==> src/rtl/serial_adder_ctrl.sv <==
// Bit-serial adder controller: streams operand bits LSB-first through an external
// one-bit full-adder cell and collects the sum, carry-out and signed overflow.
module serial_adder_ctrl #(
    parameter int unsigned Width = 8
) (
    input  logic             clk_i,
    input  logic             rst_ni,
    input  logic             start_i,
    input  logic [Width-1:0] a_i,
    input  logic [Width-1:0] b_i,
    input  logic             c_in_i,
    output logic             fa_a_o,
    output logic             fa_b_o,
    output logic             fa_cin_o,
    input  logic             fa_sum_i,
    input  logic             fa_cout_i,
    output logic             busy_o,
    output logic             done_o,
    output logic [Width-1:0] sum_out_o,
    output logic             c_out_o,
    output logic             ovf_o
);

    localparam int unsigned CntW = (Width > 1) ? $clog2(Width) : 1;
    localparam logic [CntW-1:0] LastBit = CntW'(Width - 1);

    typedef enum logic [0:0] {StIdle, StShift} state_e;

    state_e           state_q;
    logic [Width-1:0] a_sh_q;
    logic [Width-1:0] b_sh_q;
    logic [Width-1:0] res_q;
    logic             carry_q;
    logic [CntW-1:0]  cnt_q;
    logic [Width-1:0] sum_q;
    logic             cout_q;
    logic             ovf_q;
    logic             done_q;

    // Result word as it stands once the current bit's SUM is shifted in.
    logic [Width-1:0] res_next;
    assign res_next = {fa_sum_i, res_q[Width-1:1]};

    always_ff @(posedge clk_i or negedge rst_ni) begin
        if (!rst_ni) begin
            state_q <= StIdle;
            a_sh_q  <= '0;
            b_sh_q  <= '0;
            res_q   <= '0;
            carry_q <= 1'b0;
            cnt_q   <= '0;
            sum_q   <= '0;
            cout_q  <= 1'b0;
            ovf_q   <= 1'b0;
            done_q  <= 1'b0;
        end else begin
            done_q <= 1'b0;
            unique case (state_q)
                StIdle: begin
                    if (start_i) begin
                        a_sh_q  <= a_i;
                        b_sh_q  <= b_i;
                        carry_q <= c_in_i;
                        cnt_q   <= '0;
                        state_q <= StShift;
                    end
                end
                StShift: begin
                    a_sh_q  <= a_sh_q >> 1;
                    b_sh_q  <= b_sh_q >> 1;
                    carry_q <= fa_cout_i;
                    res_q   <= res_next;
                    cnt_q   <= cnt_q + 1'b1;
                    if (cnt_q == LastBit) begin
                        sum_q   <= res_next;
                        cout_q  <= fa_cout_i;
                        // Carry into the MSB differs from carry out of it on signed overflow.
                        ovf_q   <= carry_q ^ fa_cout_i;
                        done_q  <= 1'b1;
                        state_q <= StIdle;
                    end
                end
                default: state_q <= StIdle;
            endcase
        end
    end

    assign busy_o    = (state_q == StShift);
    assign fa_a_o    = busy_o & a_sh_q[0];
    assign fa_b_o    = busy_o & b_sh_q[0];
    assign fa_cin_o  = busy_o & carry_q;
    assign done_o    = done_q;
    assign sum_out_o = sum_q;
    assign c_out_o   = cout_q;
    assign ovf_o     = ovf_q;

endmodule
==> config.mk <==
export PLATFORM = sky130hd
export DESIGN_NAME = serial_adder_ctrl
export DESIGN_NICKNAME = d
export VERILOG_FILES = /design/src/rtl/serial_adder_ctrl.sv
export SDC_FILE = /design/constraint.sdc
export NUM_CORES = 1
export LEC_CHECK = 0
export ABC_AREA = 1
export BUFFER_PORTS_ARGS = -buffer_cell sky130_fd_sc_hd__buf_2
export CAP_MARGIN = 40
export CORE_MARGIN = 5
export CORE_UTILIZATION = 26
export CTS_BUF_LIST = sky130_fd_sc_hd__clkbuf_8
export DETAILED_ROUTE_END_ITERATION = 10
export SYNTH_ARGS = -nofsm -noshare
export SYNTH_HDL_FRONTEND = slang
export SYNTH_SLANG_ARGS = --single-unit
==> constraint.sdc <==
create_clock -name clk_i -period 2.22 [get_ports clk_i]
set_clock_uncertainty 0.05 [all_clocks]
set_input_delay 0.111 -clock clk_i [delete_from_list [all_inputs] [get_ports clk_i]]
set_output_delay 0.111 -clock clk_i [all_outputs]
set_load 0.02 [all_outputs]
==> results of run 1 <==
==> worst max-delay path, cell delays in order, from the launching register on <==
cell	delay (ps)
dfrtp_1	710
buf_4	290
buf_2	190
==> flip-flops by register name, indices dropped and copies added (netlist names) <==
register,flops
c_out_o,1
done_o,1
b_sh_q,8
ovf_o,1
cnt_q,3
busy_o,1
carry_q,1
sum_out_o,8
a_sh_q,8
res_q,7
==> layout make-up <==
cell class                      count  area (sq um)  share of cell area (%)
Clock buffer                        5         68.82                   3.406
Clock inverter                      3         15.01                  0.7430
Inverter                           14         55.05                   2.724
Multi-Input combinational cell    120         574.3                   28.42
Sequential cell                    39         975.9                   48.30
Tap cell                           77         96.34                   4.768
Timing Repair Buffer               41         235.2                   11.64
==> power groups by stage <==
stage | combinational, mW | sequential (mW) | clock [mW]
final | 0.981 | 1.19 | 0.459
after CTS | 1.01 | 1.19 | 0.478
after global routing | 1.13 | 1.24 | 0.518
after global placement | 0.976 | 1.20 | 0
after detailed placement | 1.00 | 1.21 | 0
after floorplan | 0.684 | 1.26 | 0
==> cell usage after synthesis <==
cell type	n	area [sq um]
nand2_1	66	247.7
dfrtp_1	39	975.9
nand3_1	33	165.2
inv_1	12	45.04
o21ai_0	8	40.04
o21ai_2	8	70.07
buf_2	4	20.02
buf_6	4	45.04
buf_4	2	15.01
ha_1	2	25.02
clkinv_1	1	3.750
inv_4	1	6.260
nand2_4	1	11.26
nor2_1	1	3.750
nor2_4	1	11.26
==> stage by stage <==
step	area, sq um	utilization (%)
2_1_floorplan	1685	-
3_3_place_gp	1897	30.04
3_5_place_dp	1917	30.36
4_1_cts	2021	32.01
5_1_grt	2021	32.01
6_report	2021	32.01
==> routing by layer <==
layer  vias up  GRT usage (%)  part of all wire [%]
li1        654              -                     -
met1       590          12.90                    51
met2        32          13.38                    42
met3         5          3.417                   6.3
met4         0          3.350                   1.3
met5         -              0                     0
==> cells by family (layout without fill, tap and decap cells) <==
logic type / Yosys count / after routing / synth area share, %
adder cells (fa/ha/maj): 2 / 2 / 1.485
flip-flops: 39 / 39 / 57.91
AND/OR/NAND/NOR: 102 / 102 / 26.06
AO/OA/AOI/OAI: 16 / 16 / 6.533
buffers and inverters: 24 / 63 / 8.017
==> worst max path at each step <==
stage | slack (ps) | start | to | cells after the start
2_1_floorplan | 960 | cnt_q[0] | ovf_o | 6
3_3_place_gp | 750 | cnt_q[0] | ovf_o | 6
4_1_cts | 530 | busy_o | busy_o | 2
6_report | 570 | busy_o | busy_o | 2
3_5_place_dp | 720 | cnt_q[0] | ovf_o | 6
5_1_grt | 460 | busy_o | busy_o | 2
==> repair_timing <==
action | CTS | global route
hold buffers | 2 | 0
endpoints found under the setup margin | 0 | 0
endpoints found under the hold margin | 40 | 0
==> impl_metrics.py, run 1 <==
metrics = {
    "placement": {
        "gp_congestion": 0.7191,
        "port_buffers": 36,
        "hpwl_microns": 2446,
        "pre_cts_slack_ps": 716.8,
        "placed_cells": 289,
    },
    "timing": {
        "slew_violations": 0,
        "worstMarginPinSlew_ps": 578.7,
        "max_freq_mhz": 606.4,
        "setup_viol": 0,
        "min_period_ps": 1649,
        "maxSlewHeadroom_pct": 61.42,
        "fin_crit_sh_pct": 74.28,
        "final.setup.worst_slack_ps": 571.0,
        "rsz0062_at_grt": "no",
        "hold_slack_ps": 4.826,
        "fin_setup_tns_ps": 0,
        "finalHoldViolations": 0,
    },
    "grt": {
        "grt_max_degree": 34,
        "gr-total-overflow": 0,
        "antenna_found_initial": 0,
        "grt_pass1_vias": 1380,
        "grt_pass1_wl_microns": 6320,
        "grt_usage_pct": 9.358,
    },
    "critical_path": {
        "rrSetupSlack_ps": 720,
        "r2r-start": "cnt_q[0]",
        "crit_required_ps": 2060,
        "path_max_fanout": 15,
        "reg2reg_to": "ovf_o",
        "critPathLaunchType": "register",
        "rr_worst_depth": 6,
        "worstPathArrival_ps": 1490,
        "endpoint_kind": "primary output",
        "critical_path_class": "reg2out",
    },
    "power_and_ir_drop": {
        "swShare_pct": 40.26,
        "combPwrFrac_pct": 37.3,
        "leakage_nw": 1.070,
        "p_int_mw": 1.573,
        "vdd_drop_max_mv": 0.5207,
        "p_sw_mw": 1.060,
        "p_clk_share_pct": 17.5,
        "p_per_area_nw_per_um2": 1303,
        "seqPwrFrac_pct": 45.3,
        "power.total_mw": 2.633,
    },
    "cts": {
        "clkTransAtPathRegs_ps": 80,
        "cts_sinks": 39,
        "cts_tree": "built",
        "post_cts_buffers": 0,
        "cts-htree-levels": 2,
        "cts_resized": 0,
        "cts_buffers": 5,
        "ctsRootBufferMaster": "clkbuf_8",
        "cts_buffer_depth": 2,
        "clock_latency_ps": 290,
    },
    "die": {
        "die_height_microns": 90.51,
        "initial_core_util_pct": 26.69,
        "row_count": 29,
        "die_area_sq_um": 8192,
        "core-area_sq_um": 6314,
        "ios": 37,
        "die_w_microns": 90.51,
    },
    "synth": {
        "ys_ff_latch": 39,
        "synth_area_sq_um": 1685,
        "synth_cell_types": 15,
        "syn_nets": 207,
        "netlist_instances": 183,
        "synth-seq-area-share_pct": 57.91,
        "ys.warnings.count": 0,
        "synth_area_per_cell_sq_um": 9.210,
    },
    "routing": {
        "num_vias": 1281,
        "drt.antenna.violating_nets": 0,
        "wirelength_microns": 3485,
        "wl_per_cell_microns": 11.66,
        "firstDrtPassIters": 4,
        "drt_iter0_drc": 54,
        "remaining_drc_errors": 0,
        "viasPerCell": 4.284,
    },
    "cells_and_area": {
        "diodes": 0,
        "final_common_cell": "nand2_1",
        "layout-drive-gt1-share_pct": 26.13,
        "fillers": 684,
        "final_cell_mix": "66 x nand2_1, 39 x dfrtp_1, 36 x buf_2, 33 x nand3_1, 12 x inv_1",
        "final_cells": 299,
        "area_delta_synth_final_pct": 19.90,
        "layout.nets": 245,
    },
    "hold_path": {
        "whs_endpoint": "a_sh_q[7]",
        "min_from": "a_i[7]",
        "hold_class": "in2reg",
        "hold_depth": 3,
    },
    "flow_run": {
        "drv_cap": 0,
    },
    "run_status": {
        "status": "complete, no violations",
    },
}
Note: power is estimated with default switching activity, not from simulation.
==> run 2, diff against run 1 <==
--- a/config.mk
+++ b/config.mk
@@ -5,7 +5,7 @@
 export SDC_FILE = /design/constraint.sdc
 export NUM_CORES = 1
 export LEC_CHECK = 0
-export ABC_AREA = 1
+export ABC_AREA = 0
 export BUFFER_PORTS_ARGS = -buffer_cell sky130_fd_sc_hd__buf_2
 export CAP_MARGIN = 40
 export CORE_MARGIN = 5
==> constraint.sdc (replaced) <==
create_clock -name clk_i -period 1.55 [get_ports clk_i]
set_clock_uncertainty 0.05 [all_clocks]
set_input_delay 0.0775 -clock clk_i [delete_from_list [all_inputs] [get_ports clk_i]]
set_output_delay 0.0775 -clock clk_i [all_outputs]
set_load 0.02 [all_outputs]
==> run 2 against run 1 <==
  * Critical path depth increased by 3
  * Setup slack got worse by 530 ps
  * Sequential share of layout area fell by 2.7 points
==> impl_metrics.py, run 2 <==
metrics = {
    "cts": {
        "cts_buffer_depth": 2,
        "ctsRootBufferMaster": "clkbuf_8",
        "cts_sinks": 39,
        "clkTransAtPathRegs_ps": 80,
        "cts_buffers": 5,
        "cts_tree": "built",
        "clock_latency_ps": 290,
        "cts-htree-levels": 2,
    },
    "routing": {
        "drt.antenna.violating_nets": 0,
        "num_vias": 1073,
        "firstDrtPassIters": 4,
        "drt_iter0_drc": 37,
        "wirelength_microns": 3283,
        "wl_per_cell_microns": 12.87,
        "viasPerCell": 4.208,
        "remaining_drc_errors": 0,
    },
    "placement": {
        "port_buffers": 36,
        "hpwl_microns": 2361,
        "pre_cts_slack_ps": 50.02,
        "gp_congestion": 0.6610,
        "placed_cells": 241,
    },
    "timing": {
        "min_period_ps": 1509,
        "max_freq_mhz": 662.8,
        "fin_crit_sh_pct": 97.34,
        "hold_slack_ps": 23.46,
        "finalHoldViolations": 0,
        "worstMarginPinSlew_ps": 484.3,
        "slew_violations": 0,
        "setup_viol": 0,
        "rsz0062_at_grt": "no",
        "final.setup.worst_slack_ps": 41.16,
        "maxSlewHeadroom_pct": 67.71,
        "fin_setup_tns_ps": 0,
    },
    "critical_path": {
        "rr_worst_depth": 5,
        "endpoint_kind": "register",
        "worst-path-buf-inv": 1,
        "worstPathArrival_ps": 1640,
        "path_max_fanout": 8,
        "rrSetupSlack_ps": 40,
        "crit_required_ps": 1680,
        "startpoint": "cnt_q[0]",
        "crit_chain": "ha_1 -> ha_1 -> nand2_2 -> buf_12 -> mux2_4",
        "critPathLaunchType": "register",
        "critPathCapture": "sum_out_o[3]",
        "cp_top_family": "adder cells",
        "cpPeakStageDelay_ps": 390,
        "cpMostUsedCell": "ha_1",
        "reg2reg_to": "sum_out_o[3]",
        "cp_num_cells": 5,
        "critical_path_class": "reg2reg",
        "r2r-start": "cnt_q[0]",
        "critical-path-slowest-cell": "dfrtp_1",
    },
    "grt": {
        "grt_pass1_vias": 1154,
        "grt_pass1_wl_microns": 5678,
        "grt_usage_pct": 8.552,
        "grt_max_degree": 34,
        "antenna_found_initial": 0,
        "gr-total-overflow": 0,
    },
    "synth": {
        "yosys.area.top_type": "dfrtp_1",
        "syn_nets": 152,
        "synth_area_sq_um": 1698,
        "ys_ff_latch": 39,
        "synth_cell_types": 20,
        "synth_edf_count": 0,
        "synth_most_common_cell": "dfrtp_1",
        "synth_area_leaders": "dfrtp_1 57%, mux2i_1 11%, mux2_4 8.0%",
        "synth_area_per_cell_sq_um": 13.26,
        "synth_top_cells_by_count": "39 x dfrtp_1, 19 x mux2i_1, 15 x nand2_1, 15 x o21ai_0, 9 x mux2_4",
        "synth_ff_type": "dfrtp_1",
        "netlist_instances": 128,
        "synth-seq-area-share_pct": 57.48,
        "ys.warnings.count": 0,
        "async_reset_ff_share_pct": 100.0,
        "synth.top_cell.area_share_pct": 57.48,
    },
    "cells_and_area": {
        "final_cell_mix": "39 x dfrtp_1, 36 x buf_2, 19 x mux2i_1, 15 x nand2_1, 15 x o21ai_0",
        "final_common_cell": "dfrtp_1",
        "final_cells": 255,
        "diodes": 0,
        "layout.nets": 201,
        "area_delta_synth_final_pct": 25.94,
        "layout-drive-gt1-share_pct": 39.89,
    },
    "die": {
        "die_w_microns": 90.81,
        "core-area_sq_um": 6350,
        "die_area_sq_um": 8246,
        "row_count": 29,
        "die_height_microns": 90.81,
        "initial_core_util_pct": 26.74,
        "ios": 37,
    },
    "power_and_ir_drop": {
        "vdd_drop_max_mv": 0.8277,
        "leakage_nw": 1.087,
        "power.total_mw": 4.113,
        "p_per_area_nw_per_um2": 1924,
    },
    "hold_path": {
        "hold_class": "in2reg",
    },
    "flow_run": {
        "drv_cap": 0,
    },
    "run_status": {
        "status": "complete, no violations",
    },
}
run 2: cell count changes after synthesis, sizes merged, moves of 2 or more:
cell	previous run	this run
nand2	67	16
mux2i	0	19
inv	13	2
a22o	0	2
mux2	0	17
buf	10	7
and2	0	3
nand3	33	0
run 2: worst min-delay path, stage by stage:
cell and delay, ps:
buf_2 70, mux2i_1 50, o21ai_0 130
run 2: cell families (layout without fill, tap and decap cells):
family | Yosys count | after routing | share of synthesized area [%]
DFF | 39 | 39 | 57.48
muxes | 36 | 36 | 24.47
and+or+nand+nor | 23 | 23 | 5.970
AOI/OAI and AO/OA | 17 | 17 | 5.453
buffers and inverters | 10 | 60 | 4.642
adders and majority gates | 2 | 2 | 1.474
xor gates and xnor gates | 1 | 1 | 0.5159
run 2: report_power, final:
group / switching, mW / leakage (nW) / internal (mW)
logic: 0.821 / 0.555 / 0.881
clock network: 0.359 / 0.0453 / 0.308
registers: 0.274 / 0.486 / 1.47
total: 1.45 / 1.09 / 2.66
run 2: timing repair:
item | 4_1_cts | 5_1_grt
setup endpoints to repair | 0 | 5
hold buffers | 5 | 0
resized for setup | 0 | 2
hold endpoints to repair | 25 | 0
buffers inserted | 0 | 1
run 2: layer usage:
metal	track usage (%)	vias up	part of all wire, %
met1	11.11	502	47
met2	12.71	25	47
met4	4.768	0	2.1
met5	0	-	0
li1	-	537	-
met3	2.417	9	4.1
run 2: final cells by class:
| type | instances | area, sq um |
|---|---|---|
| Sequential cell | 39 | 975.9 |
| Fill cell | 637 | 4212 |
| Clock inverter | 3 | 16.27 |
| Tap cell | 77 | 96.34 |
| Clock buffer | 5 | 68.82 |
| Timing Repair Buffer | 50 | 330.3 |
| Multi-Input combinational cell | 79 | 643.1 |
| Inverter | 2 | 7.507 |
run 2: how the worst min path moves through the flow:
stage          slack, ps  cells after the start         to  startpoint
2_1_floorplan       -270                      0  a_sh_q[0]      rst_ni
3_3_place_gp          20                      1   res_q[3]      rst_ni
3_5_place_dp          20                      1   res_q[3]      rst_ni
4_1_cts               20                      3  a_sh_q[2]      a_i[2]
5_1_grt               50                      3  b_sh_q[3]      b_i[3]
6_report              20                      3  a_sh_q[2]      a_i[2]
run 2: through the flow:
stage                     area [sq um]  util, %
final                             2138    33.67
after global routing              2138    33.67
after CTS                         2123    33.44
after detailed placement          1988    31.31
after global placement            1988    31.31
after floorplan                   1698        -
